<file path="src/rtl/memory_burst.sv">
// memory_burst: single-port synchronous RAM with a valid/ready command
// interface, incrementing bursts of up to MAX_BURST beats, per-byte write
// strobes and a read-data valid/last return channel. Addresses wrap
// modulo DEPTH.
module memory_burst #(
  parameter int WIDTH      = 16,
  parameter int DEPTH      = 64,
  parameter int ADDR_WIDTH = $clog2(DEPTH),
  parameter int MAX_BURST  = 8,
  parameter int BLEN_WIDTH = $clog2(MAX_BURST)
) (
  input  logic                  clk,
  input  logic                  rst,
  input  logic                  valid,
  input  logic                  wr_rd,
  input  logic [ADDR_WIDTH-1:0] addr,
  input  logic [BLEN_WIDTH-1:0] blen,
  input  logic [WIDTH-1:0]      wdata,
  input  logic [WIDTH/8-1:0]    wstrb,
  output logic                  ready,
  output logic [WIDTH-1:0]      rdata,
  output logic                  rvalid,
  output logic                  rlast
);

  localparam int NBYTES = WIDTH / 8;

  // S_RDONE is the single ready-low cycle after the last read beat.
  typedef enum logic [1:0] {
    S_IDLE  = 2'd0,
    S_WRITE = 2'd1,
    S_READ  = 2'd2,
    S_RDONE = 2'd3
  } state_t;

  // Merge new_w into old_w wherever the byte strobe is set.
  function automatic logic [WIDTH-1:0] merge_bytes(
    input logic [WIDTH-1:0]  old_w,
    input logic [WIDTH-1:0]  new_w,
    input logic [NBYTES-1:0] strb
  );
    logic [WIDTH-1:0] res;
    res = old_w;
    for (int i = 0; i < NBYTES; i++) begin
      if (strb[i]) begin
        res[8*i +: 8] = new_w[8*i +: 8];
      end else begin
        res[8*i +: 8] = old_w[8*i +: 8];
      end
    end
    return res;
  endfunction

  logic [WIDTH-1:0]      mem [DEPTH];

  state_t                state_q,  state_d;
  logic [BLEN_WIDTH-1:0] beat_q,   beat_d;
  logic [ADDR_WIDTH-1:0] addr_q,   addr_d;
  logic [BLEN_WIDTH-1:0] blen_q,   blen_d;
  logic                  ready_q,  ready_d;
  logic [WIDTH-1:0]      rdata_q,  rdata_d;
  logic                  rvalid_q, rvalid_d;
  logic                  rlast_q,  rlast_d;

  logic                  we_s;
  logic [ADDR_WIDTH-1:0] waddr_s;
  logic [ADDR_WIDTH-1:0] beat_addr_s;

  // Next-state, beat bookkeeping, write enable and read-return computation.
  always_comb begin
    state_d     = state_q;
    beat_d      = beat_q;
    addr_d      = addr_q;
    blen_d      = blen_q;
    rdata_d     = rdata_q;
    rvalid_d    = 1'b0;
    rlast_d     = 1'b0;
    we_s        = 1'b0;
    beat_addr_s = addr_q + ADDR_WIDTH'(beat_q);
    waddr_s     = beat_addr_s;

    case (state_q)
      S_IDLE: begin
        if (valid) begin
          addr_d = addr;
          blen_d = blen;
          if (wr_rd) begin
            // The command cycle doubles as write beat 0.
            we_s    = 1'b1;
            waddr_s = addr;
            if (blen != {BLEN_WIDTH{1'b0}}) begin
              state_d = S_WRITE;
              beat_d  = BLEN_WIDTH'(1);
            end else begin
              state_d = S_IDLE;
              beat_d  = {BLEN_WIDTH{1'b0}};
            end
          end else begin
            state_d = S_READ;
            beat_d  = {BLEN_WIDTH{1'b0}};
          end
        end else begin
          state_d = S_IDLE;
        end
      end

      S_WRITE: begin
        if (valid) begin
          we_s = 1'b1;
          if (beat_q == blen_q) begin
            state_d = S_IDLE;
            beat_d  = {BLEN_WIDTH{1'b0}};
          end else begin
            state_d = S_WRITE;
            beat_d  = beat_q + BLEN_WIDTH'(1);
          end
        end else begin
          state_d = S_WRITE;
        end
      end

      S_READ: begin
        rvalid_d = 1'b1;
        rdata_d  = mem[beat_addr_s];
        rlast_d  = (beat_q == blen_q);
        if (beat_q == blen_q) begin
          state_d = S_RDONE;
          beat_d  = {BLEN_WIDTH{1'b0}};
        end else begin
          state_d = S_READ;
          beat_d  = beat_q + BLEN_WIDTH'(1);
        end
      end

      S_RDONE: begin
        state_d = S_IDLE;
      end

      default: begin
        state_d = S_IDLE;
        beat_d  = {BLEN_WIDTH{1'b0}};
      end
    endcase

    ready_d = (state_d == S_IDLE) || (state_d == S_WRITE);
  end

  // Control and output registers; async reset aborts any burst in flight.
  always_ff @(posedge clk or negedge rst) begin
    if (!rst) begin
      state_q  <= S_IDLE;
      beat_q   <= {BLEN_WIDTH{1'b0}};
      addr_q   <= {ADDR_WIDTH{1'b0}};
      blen_q   <= {BLEN_WIDTH{1'b0}};
      ready_q  <= 1'b1;
      rdata_q  <= {WIDTH{1'b0}};
      rvalid_q <= 1'b0;
      rlast_q  <= 1'b0;
    end else begin
      state_q  <= state_d;
      beat_q   <= beat_d;
      addr_q   <= addr_d;
      blen_q   <= blen_d;
      ready_q  <= ready_d;
      rdata_q  <= rdata_d;
      rvalid_q <= rvalid_d;
      rlast_q  <= rlast_d;
    end
  end

  // Storage array: never cleared, and no write lands while reset is held.
  always_ff @(posedge clk) begin
    if (we_s && rst) begin
      mem[waddr_s] <= merge_bytes(mem[waddr_s], wdata, wstrb);
    end
  end

  assign ready  = ready_q;
  assign rdata  = rdata_q;
  assign rvalid = rvalid_q;
  assign rlast  = rlast_q;

endmodule

</file>
<file path="config.mk">
export PLATFORM = sky130hd
export DESIGN_NAME = memory_burst
export DESIGN_NICKNAME = d
export VERILOG_FILES = /design/src/rtl/memory_burst.sv
export SDC_FILE = /design/constraint.sdc
export NUM_CORES = 1
export LEC_CHECK = 0
export CELL_PAD_IN_SITES_DETAIL_PLACEMENT = 0
export CELL_PAD_IN_SITES_GLOBAL_PLACEMENT = 1
export CORE_UTILIZATION = 57
export CTS_CLUSTER_SIZE = 14
export DETAILED_ROUTE_END_ITERATION = 12
export DONT_BUFFER_PORTS = 1
export MAX_ROUTING_LAYER = met4
export PLACE_DENSITY = 0.8
export SLEW_MARGIN = 20
export SYNTH_ARGS = -nofsm -noshare
export SYNTH_HDL_FRONTEND = slang
export SYNTH_SLANG_ARGS = --single-unit
</file>
<file path="constraint.sdc">
create_clock -name clk -period 6.7 [get_ports clk]
set_input_delay 2.01 -clock clk [delete_from_list [all_inputs] [get_ports clk]]
set_output_delay 2.01 -clock clk [all_outputs]
set_load 0.02 [all_outputs]
</file>
; After elaboration in Yosys (flattened, before gate mapping)
; Memories as Yosys holds them, arrays and structs flattened. A register that Yosys moved wholly into a read port is not among the register bits.
; Cells that the tools add are included.
[totals]
register_bits = 17
latchBits = 0
ramBits = 1024
mem_bits_ro = 0
inputBits = 31
output_inout_bits = 19
wordCells = 58
memories = 1
[classes]
addsub = 2
mul = 0
div_mod_pow = 0
n_lt_le_gt_ge = 0
n_eq_ne = 9
shift = 0
n_mux = 28
bitwise = 0
n_reduce_logical = 11
[memory_table]
columns = name, words, width, read_ports, rd_clocked_by_memory_dff, wr, line_no
row1 = mem, 64, 16, 1, 1, 1, 54  ; logic [WIDTH-1:0] mem [DEPTH];
[op_table]
columns = op, count
row1 = $mux 8, 4
row2 = $mux 6, 3
row3 = $mux 3, 4
row4 = $mux 1, 11
row5 = $pmux 3 s3, 1
row6 = $ne 2x2->1 const B, 4
row7 = $pmux 2 s4, 1
row8 = $add 6x3->6, 1
row9 = $mux 2, 3
row10 = $reduce_and 2->1, 3
row11 = $reduce_bool 3->1, 2
row12 = $eq 2x1->1 const B, 2
row13 = $eq 2x2->1 const B, 2
row14 = $logic_not 2->1, 2
row15 = $add 3x1->3 const B, 1
row16 = $eq 3x3->1, 1
row17 = $reduce_and 3->1, 1
row18 = $pmux 1 s2, 1
row19 = $logic_and 1x1->1, 1
row20 = $logic_not 1->1, 1
row21 = $logic_or 1x1->1, 1

; Depth between registers and ports, before layout
[depth]
ltp_word = 7
ltp_mapped = 12
ltp_nobuf = 8

; Least setup slack after synthesis
; OpenSTA, ideal clock, no wires.
[synth_timing]
kind = input to register
start = in valid
end = mem mem[48][0], enable pin
setup_ps = 370
arrival_ps = 3520
t_required_ps = 6330
slack_ps = 2810
stages = 7
path_buffers = 1
cell_sequence = nand2_1 -> nor2_2 -> nand3b_1 -> o31ai_1 -> nand2_1 -> clkbuf_1 -> nor2_1
[synth_via]
elab_chain_cells = 6
elab_cells_between_ends = 10
cone_classes = 1 x eq/ne / 7 x mux / 2 x reduce/logical
[synth_lines]
columns = item, line_no
row1 = from (decl), 14  ; input logic valid,
row2 = "$mux 1, on equally long branches", "108, 84"
row3 = $pmux 1 s2, 82  ; case (state_q)
row4 = $logic_and 1x1->1, 173  ; if (we_s && rst) begin
row5 = $mux 1, 173
row6 = $mux 1 (implied by the code), 174  ; mem[waddr_s] <= merge_bytes(mem[waddr_s], wdata, wstrb);
row7 = $reduce_and 2->1 (no line), --
row8 = to (decl), 54
; Parallel ways exist; a longest one is shown, timed or not.

; Worst setup path in the final report
[layout_timing]
start = reg beat_q[0]
end = reg rdata_q[10], in the netlist rdata[10], read port of mem
[layout_via]
elab_chain_cells = 1
[layout_lines]
columns = item, line_no
row1 = from (decl), 57  ; logic [BLEN_WIDTH-1:0] beat_q, beat_d;
row2 = from (signal assigned), 152  ; beat_q <= {BLEN_WIDTH{1'b0}};
row3 = from (signal assigned), 161  ; beat_q <= beat_d;
row4 = $add 6x3->6, 79  ; beat_addr_s = addr_q + ADDR_WIDTH'(beat_q);
row5 = to (decl), 61  ; logic [WIDTH-1:0] rdata_q, rdata_d;
; Every way passes these cells.
; A chain may end at the register's enable or synchronous reset.

==> results.cfg <==
[clocking]
clock_sink_count = 1057
cts_hold_buffers = 0
clkSlewWorstSetupHoldPaths_ns = 0.06
cts_tree = built
setup_buffers_after_cts = 0
insertion_delay_ns = 0.66
clk_path_buf_depth = 3
htreeDepth = 3
cts-resized-gates = 0
cts_buffers = 100
root_buf_cell = sky130_fd_sc_hd__clkbuf_16

[global_route]
maximum_number_of_pins_on_one_net_before_global_route_repair = 146
via_count_of_the_first_global_routing_pass = 19900
grt_util_all_layers_pct = 26.6
global_route.overflow_total = 0
grt_pass1_wl_um = 138000
antenna_violations_before_repair = 1

[logic_synthesis]
synth_flop_cell = sky130_fd_sc_hd__edfxtp_1
synth_seq_area_share_pct = 76.1
postSynthRegisterBits = 1057
post_synth_main_area_contributors = sky130_fd_sc_hd__edfxtp_1 (74%), sky130_fd_sc_hd__mux4_2 (15%), sky130_fd_sc_hd__dfrtp_1 (1.9%)
synth.yosys.warnings = 0
synth-async-reset-ratio_pct = 3.12
synthesis.nets = 2046
synthDominantCellAreaShare_pct = 74.1
yosys-top-cells-count = sky130_fd_sc_hd__edfxtp_1 (1024), sky130_fd_sc_hd__mux4_2 (272), sky130_fd_sc_hd__nand2_1 (164), sky130_fd_sc_hd__nor2_1 (150), sky130_fd_sc_hd__nand3_1 (67)
synth_most_common_cell = sky130_fd_sc_hd__edfxtp_1
synthDominantAreaCellType = sky130_fd_sc_hd__edfxtp_1
synthDistinctLibCells = 54
syn_area_per_cell_um2 = 20.7
post_synth_edffs = 1024
post_synth_instance_area_um2 = 41500
synth_cells = 2007

[layout]
multi_input_comb_area_um2 = 9290
area.growth.synth_to_final_pct = 9.37
drive_gt1_share_pct = 21.3
regArea_um2 = 31600
fillerInstances = 4689
final_nets = 2053

[timing]
finalHoldViolations = 0
post-route-period-util_pct = 67.9
final.setup.tns_ns = 0
fin_crit_ns = 4.55
least_setup_slack_across_all_paths_after_layout_ns = 2.15
slew-limit-headroom_pct = 28.1
final.setup_skew_ns = 0.0239
max_freq_mhz = 220
timing_max_transition_violations_final = 0
unrepaired_setup_endpoints_after_global_routing = no
final-setup-viol-count = 0
worst-slew-pin-transition_ns = 1.08

[pwr]
internal-power_mw = 15.0
pwr_density_cell_nw_per_um2 = 506
logic_gate_share_of_total_power_pct = 42.8
power.share.switching_pct = 34.6
power.switching_mw = 7.94
leakagePower_nw = 14.2
clock_power_share_pct = 24.1
peakVddDrop_mv = 0.905
power.sequential.fraction_pct = 33.1

[critical_path]
critPathKind = register to register
cp_data_required_time_ns = 7.20
worst-r2r-cell-count = 8
worstSetupStartpointType = register
setup.reg_to_reg.worst_slack_ns = 2.15
end_kind = register
path_max_fanout = 51
worstReg2RegEnd = rdata[10]
timing.critical_path.arrival_ns = 5.05
ff_to_ff_start = beat_q[0]

[routing]
wl_per_cell_um = 30.4
first_pass_drt_iterations = 6
drtIter0Drc = 2558
routed_wl_um = 92700
ant_nets = 0
drt_drc_violations_left = 0
drt-vias-per-instance = 6.53
routed-via-count = 19900

[hold_path]
hold-path-endpoint = addr_q[2]
hold_depth = 1
worstHoldStart = addr_q[2]
path_type_of_the_worst_min_delay_path = register to register

[die]
chipWidth_um = 272
core_region_area_um2 = 71700
die_h_um = 272
pin_count = 50
row_count = 98
dieArea_um2 = 73900
start_util_pct = 57.9

[placed_design]
placement.setup.worst_slack_ns = 1.75
place.gp.congestion = 0.888
port_buffers = 0
dp.final_hpwl_um = 54000

[run]
timing.max_cap.violations = 0

[run_status]
run_status = finished, final reports clean
[flip-flops by register name (all words and copies together) (netlist names)]
name	flops
blen_q	3
rlast	1
beat_q	3
rvalid	1
ready	1
rdata	16
mem	1024
state_q	2
addr_q	6
[worst max-delay path: stages, from the launching register on]
cell and delay (ns):
sky130_fd_sc_hd__dfrtp_1 0.47, sky130_fd_sc_hd__ha_4 0.21, sky130_fd_sc_hd__fa_4 1.17, sky130_fd_sc_hd__buf_4 0.75, sky130_fd_sc_hd__mux4_2 0.64, sky130_fd_sc_hd__mux2i_1 0.19, sky130_fd_sc_hd__mux2i_1 0.18, sky130_fd_sc_hd__a221oi_1 0.64
sky130_fd_sc_hd__a311oi_2 0.09
[per-stage QoR]
step	util, %	instances	area [um^2]	power (mW)	hold slack (ns)
6_report	63.3	3047	45400	23.0	0.530
5_1_grt	63.3	3047	45400	23.9	0.545
4_1_cts	63.3	3046	45400	23.1	0.530
3_5_place_dp	58.8	2862	42200	17.6	0.516
3_3_place_gp	58.8	2862	42200	17.5	0.510
2_1_floorplan	-	2007	41500	15.5	0.484
[logic make-up after synthesis]
group	share of synthesized area (%)
AND/OR/NAND/NOR	4.23
AO/OA/AOI/OAI	1.47
buffers and inverters	1.71
flip-flops	76.1
adder cells (fa/ha/maj)	0.259
XOR/XNOR	0.169
multiplexers	16.1
[cell type report]
type                            instances  share of cell area (%)
Sequential cell                      1057                    69.5
Clock buffer                          128                    5.81
Multi-Input combinational cell        837                    20.5
Inverter                                6                  0.0496
Tap cell                              950                    2.62
Antenna cell                            1                 0.00551
Clock inverter                         56                    1.22
Timing Repair Buffer                   12                   0.281
[metal layers]
layer / up-vias / wire (um) / global-route usage, %
met5: - / 0 / -
met2: 1114 / 43200 / 38.7
met1: 10400 / 38500 / 39.6
met4: 0 / 1800 / 6.80
li1: 8220 / - / -
met3: 121 / 9200 / 4.88
[layout by cell type, fill, tap and decap left out, types with 6 or more instances in the layout]
cell type | Yosys | layout
sky130_fd_sc_hd__a221oi_1 | 15 | 15
sky130_fd_sc_hd__nor2_1 | 150 | 150
sky130_fd_sc_hd__nand2b_1 | 18 | 18
sky130_fd_sc_hd__ha_1 | 7 | 6
sky130_fd_sc_hd__nand2_1 | 164 | 164
sky130_fd_sc_hd__clkinv_2 | 0 | 12
sky130_fd_sc_hd__a31oi_1 | 16 | 16
sky130_fd_sc_hd__buf_4 | 20 | 9
sky130_fd_sc_hd__inv_6 | 0 | 7
sky130_fd_sc_hd__clkinv_1 | 0 | 21
sky130_fd_sc_hd__bufinv_16 | 0 | 10
sky130_fd_sc_hd__edfxtp_1 | 1024 | 1024
sky130_fd_sc_hd__mux2_2 | 9 | 9
sky130_fd_sc_hd__mux4_2 | 272 | 272
sky130_fd_sc_hd__dfrtp_1 | 32 | 32
sky130_fd_sc_hd__clkbuf_16 | 0 | 101
sky130_fd_sc_hd__a311oi_1 | 11 | 11
sky130_fd_sc_hd__inv_1 | 6 | 6
sky130_fd_sc_hd__mux2i_1 | 46 | 46
sky130_fd_sc_hd__nand3_1 | 67 | 67
sky130_fd_sc_hd__a21oi_1 | 6 | 6
sky130_fd_sc_hd__clkbuf_1 | 20 | 26
[power groups by stage]
stage | registers [mW] | logic (mW) | clock network (mW)
final | 7.61 | 9.83 | 5.54
after global routing | 7.61 | 10.4 | 5.83
after CTS | 7.61 | 9.92 | 5.59
after detailed placement | 7.75 | 9.88 | 0
after global placement | 7.74 | 9.77 | 0
after floorplan | 7.66 | 7.80 | 0
[worst max path at each step]
| stage | startpoint | end | cells after the start | slack [ns] |
|---|---|---|---|---|
| after floorplan | valid | mem[48][0] | 7 | 2.81 |
| after global placement | valid | mem[30][10] | 5 | 1.86 |
| after detailed placement | valid | mem[30][7] | 5 | 1.75 |
| after CTS | beat_q[0] | rdata[12] | 8 | 2.10 |
| after global routing | beat_q[0] | rdata[10] | 8 | 1.91 |
| final | beat_q[0] | rdata[10] | 8 | 2.15 |
Power figures use the tool's default switching activity.
